<file path="config.mk">
export PLATFORM = sky130hd
export DESIGN_NAME = pid_pwm_driver
export DESIGN_NICKNAME = d
export VERILOG_FILES = /design/src/rtl/pid_pwm_driver.sv
export SDC_FILE = /design/constraint.sdc
export NUM_CORES = 1
export LEC_CHECK = 0
export ABC_CLOCK_PERIOD_IN_PS = 2460
export BUFFER_PORTS_ARGS = -buffer_cell sky130_fd_sc_hd__buf_2
export CAP_MARGIN = 20
export CORE_UTILIZATION = 54
export CTS_CLUSTER_DIAMETER = 200
export DETAILED_ROUTE_END_ITERATION = 8
export PLACE_DENSITY_LB_ADDON = 0.12
export SETUP_SLACK_MARGIN = 0.4
export SYNTH_ARGS = -nofsm -noshare
export SYNTH_HDL_FRONTEND = slang
export SYNTH_SLANG_ARGS = --single-unit
</file>
<file path="constraint.sdc">
create_clock -name clk -period 2.46 [get_ports clk]
set_input_delay 0.738 -clock clk [delete_from_list [all_inputs] [get_ports clk]]
set_output_delay 0.738 -clock clk [all_outputs]
set_load 0.02 [all_outputs]
</file>
<file path="src/rtl/pid_pwm_driver.sv">
`default_nettype none
// ============================================================================
//  Module   : pid_pwm_driver
//  Purpose  : Fixed-period (255 tick) PWM actuator stage with shadowed duty,
//             period-boundary duty load and optional slew limiting
//             (compile-time macro PWM_SLEW_LIMIT_EN).
//  Revision : 1.0 - initial release
// ============================================================================
module pid_pwm_driver #(
    parameter int PRESCALE = 1,
    parameter int MAX_STEP = 16
) (
    input  logic       clk,
    input  logic       rst_n,
    input  logic       enable,
    input  logic [7:0] duty_in,
    input  logic       duty_valid,
    output logic       pwm_out,
    output logic       period_start,
    output logic [7:0] duty_active
);

    localparam int                 c_PRE_W    = (PRESCALE > 1) ? $clog2(PRESCALE) : 1;
    localparam logic [c_PRE_W-1:0] c_PRE_LAST = c_PRE_W'(PRESCALE - 1);
    localparam logic [c_PRE_W-1:0] c_PRE_ONE  = c_PRE_W'(1);
    localparam logic [7:0]         c_CNT_LAST = 8'd254;

    generate
        if (PRESCALE < 1) begin : g_bad_prescale
            $error("pid_pwm_driver: PRESCALE must be >= 1");
        end
        if (MAX_STEP < 1 || MAX_STEP > 255) begin : g_bad_max_step
            $error("pid_pwm_driver: MAX_STEP must be in 1..255");
        end
    endgenerate

    logic               run_q,     run_d;
    logic [c_PRE_W-1:0] pre_q,     pre_d;
    logic [7:0]         cnt_q,     cnt_d;
    logic [7:0]         pending_q, pending_d;
    logic [7:0]         duty_q,    duty_d;

    logic       w_tick;
    logic       w_wrap;
    logic [7:0] w_target;
    logic [7:0] w_limited;

    assign w_tick   = (pre_q == c_PRE_LAST);
    assign w_wrap   = run_q && w_tick && (cnt_q == c_CNT_LAST);
    // A strobe coincident with the wrap must reach the next period directly.
    assign w_target = duty_valid ? duty_in : pending_q;

`ifdef PWM_SLEW_LIMIT_EN
    localparam logic [8:0] c_STEP = 9'(MAX_STEP);

    logic [8:0] w_up;
    logic [8:0] w_tgt9;

    assign w_up   = {1'b0, duty_q} + c_STEP;
    assign w_tgt9 = {1'b0, w_target};

    always_comb begin
        w_limited = w_target;
        if (w_tgt9 > w_up) begin
            w_limited = w_up[7:0];
        end else if ((w_tgt9 + c_STEP) < {1'b0, duty_q}) begin
            w_limited = duty_q - c_STEP[7:0];
        end
    end
`else
    assign w_limited = w_target;
`endif

    always_comb begin
        run_d     = run_q;
        pre_d     = pre_q;
        cnt_d     = cnt_q;
        pending_d = w_target;
        duty_d    = duty_q;

        if (!enable) begin
            // Idle: counters parked, duty follows the request for presetting.
            run_d  = 1'b0;
            pre_d  = '0;
            cnt_d  = '0;
            duty_d = w_target;
        end else if (!run_q) begin
            run_d = 1'b1;
            pre_d = '0;
            cnt_d = '0;
        end else begin
            if (w_tick) begin
                pre_d = '0;
                cnt_d = w_wrap ? 8'd0 : (cnt_q + 8'd1);
            end else begin
                pre_d = pre_q + c_PRE_ONE;
            end
            if (w_wrap) begin
                duty_d = w_limited;
            end
        end
    end

    always_ff @(posedge clk or negedge rst_n) begin
        if (!rst_n) begin
            run_q     <= 1'b0;
            pre_q     <= '0;
            cnt_q     <= '0;
            pending_q <= '0;
            duty_q    <= '0;
        end else begin
            run_q     <= run_d;
            pre_q     <= pre_d;
            cnt_q     <= cnt_d;
            pending_q <= pending_d;
            duty_q    <= duty_d;
        end
    end

    assign pwm_out      = run_q && (cnt_q < duty_q);
    assign period_start = run_q && (cnt_q == 8'd0) && (pre_q == '0);
    assign duty_active  = duty_q;

endmodule
`default_nettype wire

</file>
==> impl_metrics.ini, run 1 <==
[cells_and_area]
insertedDiodeCount = 0
final_net_count = 153
layoutNonFillerInstCount = 157
synthToLayoutAreaGrowth_pct = 23.9
num-fill-cells = 145
drive_gt1_share_pct = 52.3

[worst_setup_path]
worstPathRequired_ns = 1.72
timing.critical_path.arrival_ns = 1.76
cp-end-kind = output port
critPathKind = register to output port
setup.worst_path.start_class = register
crit_path_max_fanout = 2

[die]
fp-row-count = 16
die_area_sq_mm = 0.00248
io_pins = 22
initial_core_util_pct = 60.3
die_width_um = 49.8
floorplan.core_area_sq_mm = 0.00204
floorplan.die.height_um = 49.8

[timing]
grt_setup_unrepaired = true
worst-slew-pin-transition_ns = 0.539
timing.final.setup_violations = 1
final.period_utilization_pct = 101
layout_setup_ws_ns = -0.0331
finalHoldWorstSlack_ns = 0.383
normalized_max_slew_margin_pct = 64.0
final.min_clock_period_ns = 2.49
final_max_slew_viol_count = 0
timing.clock.skew_ns = 0.00368
max_fclk_mhz = 401
setup_tns_final_ns = -0.0331
finalHoldViolations = 0

[logic_synthesis]
synth_largest_area_cell = sky130_fd_sc_hd__dfrtp_1
yosys.cell_types.count = 28
synth-async-reset-ratio_pct = 100
synth_warnings = 0
netlist_area_sq_mm = 0.00123
yosysMostFrequentCell = sky130_fd_sc_hd__dfrtp_1
synth.ff_latch_count = 25
count_of_flip_flops_with_a_built_in_enable_after_synthesis = 0
post_synth_inst_count = 100
synth_top_area_share_pct = 50.8
synth_seq_area_share_pct = 50.8
syn_avg_cell_area_sq_um = 12.3
ys.flop_type = sky130_fd_sc_hd__dfrtp_1
synth_common_cells = sky130_fd_sc_hd__dfrtp_1 (25), sky130_fd_sc_hd__mux2_2 (16), sky130_fd_sc_hd__inv_1 (11)
syn_nets = 122
post_synth_main_area_contributors = sky130_fd_sc_hd__dfrtp_1 (51%), sky130_fd_sc_hd__mux2_2 (15%), sky130_fd_sc_hd__ha_1 (10%), sky130_fd_sc_hd__inv_1 (3.4%), sky130_fd_sc_hd__a31oi_4 (1.7%)

[route]
dr_total_vias = 866
routed_wirelength_um = 2380
first_pass_iters = 6
detail_route.vias_per_cell = 5.52
wl_per_cell_um = 15.2
dr_drc_count = 0
drt_iter0_drc = 12
ant_nets = 0

[cts]
clock_insertion_delay_worst_skew_ns = 0.31
path_clk_slew_ns = 0.13
cts_hold_buf = 0
cts-buffers-inserted = 3
cts_root_buffer = sky130_fd_sc_hd__clkbuf_4
cts_max_path_buffers = 2
clock-sinks = 25
cts_tree = done
cts-htree-levels = 1

[global_route]
antenna_violations_before_repair = 0
global_route_wire_length_before_repair_um = 4220
grt_start_max_net_pins = 26
gr-total-overflow = 0
first_global_vias = 952
global_route.usage.total_pct = 23.1

[placement]
gp_congestion = 0.817
dpl.cell_count = 148
place.detailed.hpwl_um = 1700
place.port_buffers = 21

[power_and_ir_drop]
power_per_cell_area_mw_per_mm2 = 540
vdd.ir_drop.worst_uv = 523
cellLeakagePower_nw = 0.714

[status]
violations = setup timing
outcome = complete, but fails checks

[worst_hold_path]
holdCritPathClass = primary input to async pin

[run]
maxCapViolations = 0
[power breakdown]
group          leakage (nW)  total, mW  switching (mW)  internal (mW)
Combinational         0.400      0.176          0.0958         0.0798
Clock                0.0150      0.179           0.116         0.0635
Sequential            0.300      0.469          0.0207          0.448
[flip-flops by register name (all words and copies together), names as in the netlist]
register and flops:
pending_q 8, cnt_q 8, run_q 1, duty_active 8
[cells by family (layout without fill, tap and decap cells)]
family / after synthesis / in the layout / share of synthesized area (%)
simple gates: 20 / 20 / 9.15
compound gates: 14 / 14 / 9.35
buf+inv: 12 / 42 / 3.76
fa+ha+maj: 10 / 10 / 10.2
flops: 25 / 25 / 50.8
xor+xnor: 3 / 3 / 2.13
mux: 16 / 16 / 14.6
[layout by cell type (no fill, tap or decap), types with 2 or more instances in the layout]
| cell type | instances |
|---|---|
| sky130_fd_sc_hd__dfrtp_1 | 17 |
| sky130_fd_sc_hd__a21oi_1 | 2 |
| sky130_fd_sc_hd__ha_4 | 2 |
| sky130_fd_sc_hd__dfrtp_2 | 8 |
| sky130_fd_sc_hd__inv_2 | 3 |
| sky130_fd_sc_hd__ha_1 | 8 |
| sky130_fd_sc_hd__buf_2 | 19 |
| sky130_fd_sc_hd__buf_4 | 7 |
| sky130_fd_sc_hd__nand2b_1 | 2 |
| sky130_fd_sc_hd__or3_1 | 2 |
| sky130_fd_sc_hd__nor2_1 | 5 |
| sky130_fd_sc_hd__nand3_1 | 2 |
| sky130_fd_sc_hd__clkbuf_4 | 3 |
| sky130_fd_sc_hd__mux2_2 | 16 |
| sky130_fd_sc_hd__nand2_1 | 4 |
| sky130_fd_sc_hd__inv_1 | 8 |
| sky130_fd_sc_hd__xor2_1 | 2 |
| sky130_fd_sc_hd__o21ai_0 | 2 |
[per-layer routing]
metal  share of wire (%)  GRT usage (%)
met1                  42           29.3
met2                  52           40.1
met3                 3.9           3.09
met4                 1.3           8.10
met5                   0              0
[final timing paths]
check | start | to | slack, ns | depth (start not counted)
setup / recovery | cnt_q[4] | pwm_out | -0.03 | 4
hold / removal | rst_n | pending_q[1] | 0.38 | 1
setup reg to reg | cnt_q[1] | duty_active[3] | 0.62 | 5
hold reg to reg | pending_q[7] | pending_q[7] | 0.51 | 1
max in group asynchronous | rst_n | duty_active[7] | 1.69 | 1
min in group clk | pending_q[7] | pending_q[7] | 0.51 | 1
[critical path: stages, from the launching register on]
cell                       delay (ns)
sky130_fd_sc_hd__dfrtp_1         0.42
sky130_fd_sc_hd__ha_1            0.31
sky130_fd_sc_hd__o2111a_1        0.27
sky130_fd_sc_hd__a221oi_4        0.29
sky130_fd_sc_hd__buf_6           0.15
[area by class of cell]
type	instances	area, sq um	area share [%]
clock buffer	4	26.3	1.72
sequential	25	636	41.7
tap	27	33.8	2.21
multi-input combinational	63	629	41.3
inverter	11	41.3	2.71
timing repair buffer	27	159	10.4
[per-stage QoR]
stage          setup WS, ns  util [%]  area (sq um)  power, mW
3_5_place_dp          0.242      70.6          1440      0.646
2_1_floorplan         0.369         -          1300      0.586
4_1_cts             -0.0327      74.7          1530      0.830
3_3_place_gp          0.265      70.6          1440      0.635
5_1_grt              -0.115      74.7          1530      0.874
6_report            -0.0331      74.7          1530      0.823
[timing repair]
action                     in CTS  in global routing
cloned                          0                  0
pin swaps                       0                  0
gates resized for setup         7                  0
setup endpoints to repair       2                  2
buffers inserted                5                  0
No activity file was read; power rests on OpenSTA's default activity.
==> run 2: changes to the inputs <==
--- a/config.mk
+++ b/config.mk
@@ -12,5 +12,5 @@
 export CTS_CLUSTER_DIAMETER = 200
 export DETAILED_ROUTE_END_ITERATION = 8
-export PLACE_DENSITY_LB_ADDON = 0.12
+export PLACE_DENSITY = 0.76
 export SETUP_SLACK_MARGIN = 0.4
 export SYNTH_ARGS = -nofsm -noshare
==> constraint.sdc (replaced) <==
create_clock -name clk -period 2.46 [get_ports clk]
set_input_delay 0.738 -clock clk [delete_from_list [all_inputs] [get_ports clk]]
set_output_delay 0.738 -clock clk [all_outputs]
set_load 0.05 [all_outputs]
==> run 2 against run 1 <==
The flow still finishes with violations (setup timing). Clock skew increased by 0.00096 ns. Sequential power about the same. Core utilization increased by 1.3 points. Fmax decreased by 0.62%. Register-to-register slack about the same. Wire length decreased by 2.6%. Via count increased by 0.92%. Design area increased by 1.7%. Combinational power increased by 30%. Sequential share of layout area decreased by 0.79 points. Die area unchanged. Critical path type unchanged. Largest cell class is now multi-input gates.
==> impl_metrics.ini, run 2 (synthesis results as in run 1) <==
[placement]
gp_congestion = 0.866
dp_slack_ns = 0.0961
place.port_buffers = 21

[cells_and_area]
final_core_utilization_pct = 76.0
layout_commonest_cell = sky130_fd_sc_hd__buf_2
synthToLayoutAreaGrowth_pct = 26.0
mostFrequentLayoutCells = sky130_fd_sc_hd__buf_2 (19), sky130_fd_sc_hd__dfrtp_1 (18), sky130_fd_sc_hd__mux2_2 (16)
num-fill-cells = 151
drive_gt1_share_pct = 53.8
final_net_count = 153
insertedDiodeCount = 0

[global_route]
gr-total-overflow = 0
grt_start_max_net_pins = 26
antenna_violations_before_repair = 0
first_global_vias = 917
global_route.usage.total_pct = 22.7
global_route_wire_length_before_repair_um = 4110

[cts]
cts_hold_buf = 0
cts-htree-levels = 1
clock-sinks = 25
path_clk_slew_ns = 0.13
cts_root_buffer = sky130_fd_sc_hd__clkbuf_4
cts_max_path_buffers = 2
cts_tree = done
cts-buffers-inserted = 3
clock_insertion_delay_worst_skew_ns = 0.32

[route]
dr_drc_count = 0
routed_wirelength_um = 2320
ant_nets = 0
drt_iter0_drc = 15
wl_per_cell_um = 14.8
drt-met1-wl_um = 1000
route.met2.wl_um = 1180
detailroute.wirelength.met3_um = 104
detail_route.vias_per_cell = 5.57
dr_total_vias = 874
first_pass_iters = 4
dr.max_layer_used = met4

[die]
io_pins = 22
die_width_um = 49.8
fp-row-count = 16
die_area_sq_mm = 0.00248
initial_core_util_pct = 60.3
floorplan.die.height_um = 49.8
floorplan.core_area_sq_mm = 0.00204

[timing]
setup_tns_final_ns = -0.0487
finalHoldViolations = 0
worst-slew-pin-transition_ns = 0.540
final.period_utilization_pct = 102
timing.clock.skew_ns = 0.00464
normalized_max_slew_margin_pct = 64.0
max_fclk_mhz = 399
timing.final.setup_violations = 1
layout_setup_ws_ns = -0.0487
final.min_clock_period_ns = 2.51
final_max_slew_viol_count = 0
grt_setup_unrepaired = true
finalHoldWorstSlack_ns = 0.379

[status]
outcome = complete, but fails checks
violations = setup timing

[worst_setup_path]
timing.reg2reg.worst_path_depth = 5
startpoint = duty_active[3]
cp-end-kind = output port
reg2reg_to = duty_active[1]
timing.critical_path.arrival_ns = 1.77
startpoint_of_the_most_critical_register_to_register_path = cnt_q[1]
setup.worst_path.start_class = register
worst-r2r-setup-slack_ns = 0.63
crit_path_max_fanout = 2
worstPathRequired_ns = 1.72
critPathKind = register to output port

[run]
maxCapViolations = 0

[power_and_ir_drop]
finalPower_mw = 0.879
power_per_cell_area_mw_per_mm2 = 566
cellLeakagePower_nw = 0.718
vdd.ir_drop.worst_uv = 579

[worst_hold_path]
holdCritPathClass = primary input to async pin
==> run 2: where the power goes <==
group	total, mW	switching (mW)	internal, mW	leakage [nW]
clock network	0.181	0.118	0.0635	0.0150
logic	0.229	0.147	0.0812	0.401
registers	0.469	0.0209	0.448	0.301
total	0.879	0.286	0.592	0.718
==> run 2: stage by stage <==
| step | instances | instance area [sq um] |
|---|---|---|
| floorplan | 100 | 1270 |
| global placement | 151 | 1440 |
| detailed placement | 151 | 1440 |
| CTS | 156 | 1510 |
| global route | 157 | 1550 |
| finish | 157 | 1550 |
==> run 2: what timing repair did <==
| item | CTS | global route |
|---|---|---|
| setup buffers | 1 | 1 |
| setup endpoints to repair | 2 | 2 |
| pin swaps | 2 | 6 |
| gates resized for setup | 9 | 8 |
| gates cloned | 0 | 0 |
==> run 2: how the worst max path moves through the flow <==
stage               to  slack [ns]  cells after the start
2_1_floorplan  pwm_out       -0.04                      5
3_3_place_gp   pwm_out        0.17                      4
3_5_place_dp   pwm_out         0.1                      6
4_1_cts        pwm_out       -0.13                      6
5_1_grt        pwm_out       -0.12                      6
6_report       pwm_out       -0.05                      6
==> run 2: final cells by class <==
cell class,count,area (sq um),share of cell area [%]
clock buffers,4,26.3,1.69
inverters,11,41.3,2.66
multi-input cells,63,649,41.9
well taps,27,33.8,2.18
flip-flops and latches,25,634,40.9
repair buffers,27,166,10.7
==> run 2: worst max-delay path, stage by stage (launching register included) <==
cell and delay [ns]:
sky130_fd_sc_hd__dfrtp_2 0.43, sky130_fd_sc_hd__inv_2 0.07, sky130_fd_sc_hd__ha_4 0.20, sky130_fd_sc_hd__a211oi_2 0.20
sky130_fd_sc_hd__o21ai_2 0.10, sky130_fd_sc_hd__a221oi_4 0.27, sky130_fd_sc_hd__buf_6 0.19
==> run 2: metal layers <==
| metal | global-route usage [%] | up-vias |
|---|---|---|
| met2 | 39.2 | 31 |
| met4 | 8.57 | 0 |
| met5 | 0 | - |
| met1 | 28.0 | 426 |
| met3 | 4.01 | 5 |
| li1 | - | 412 |
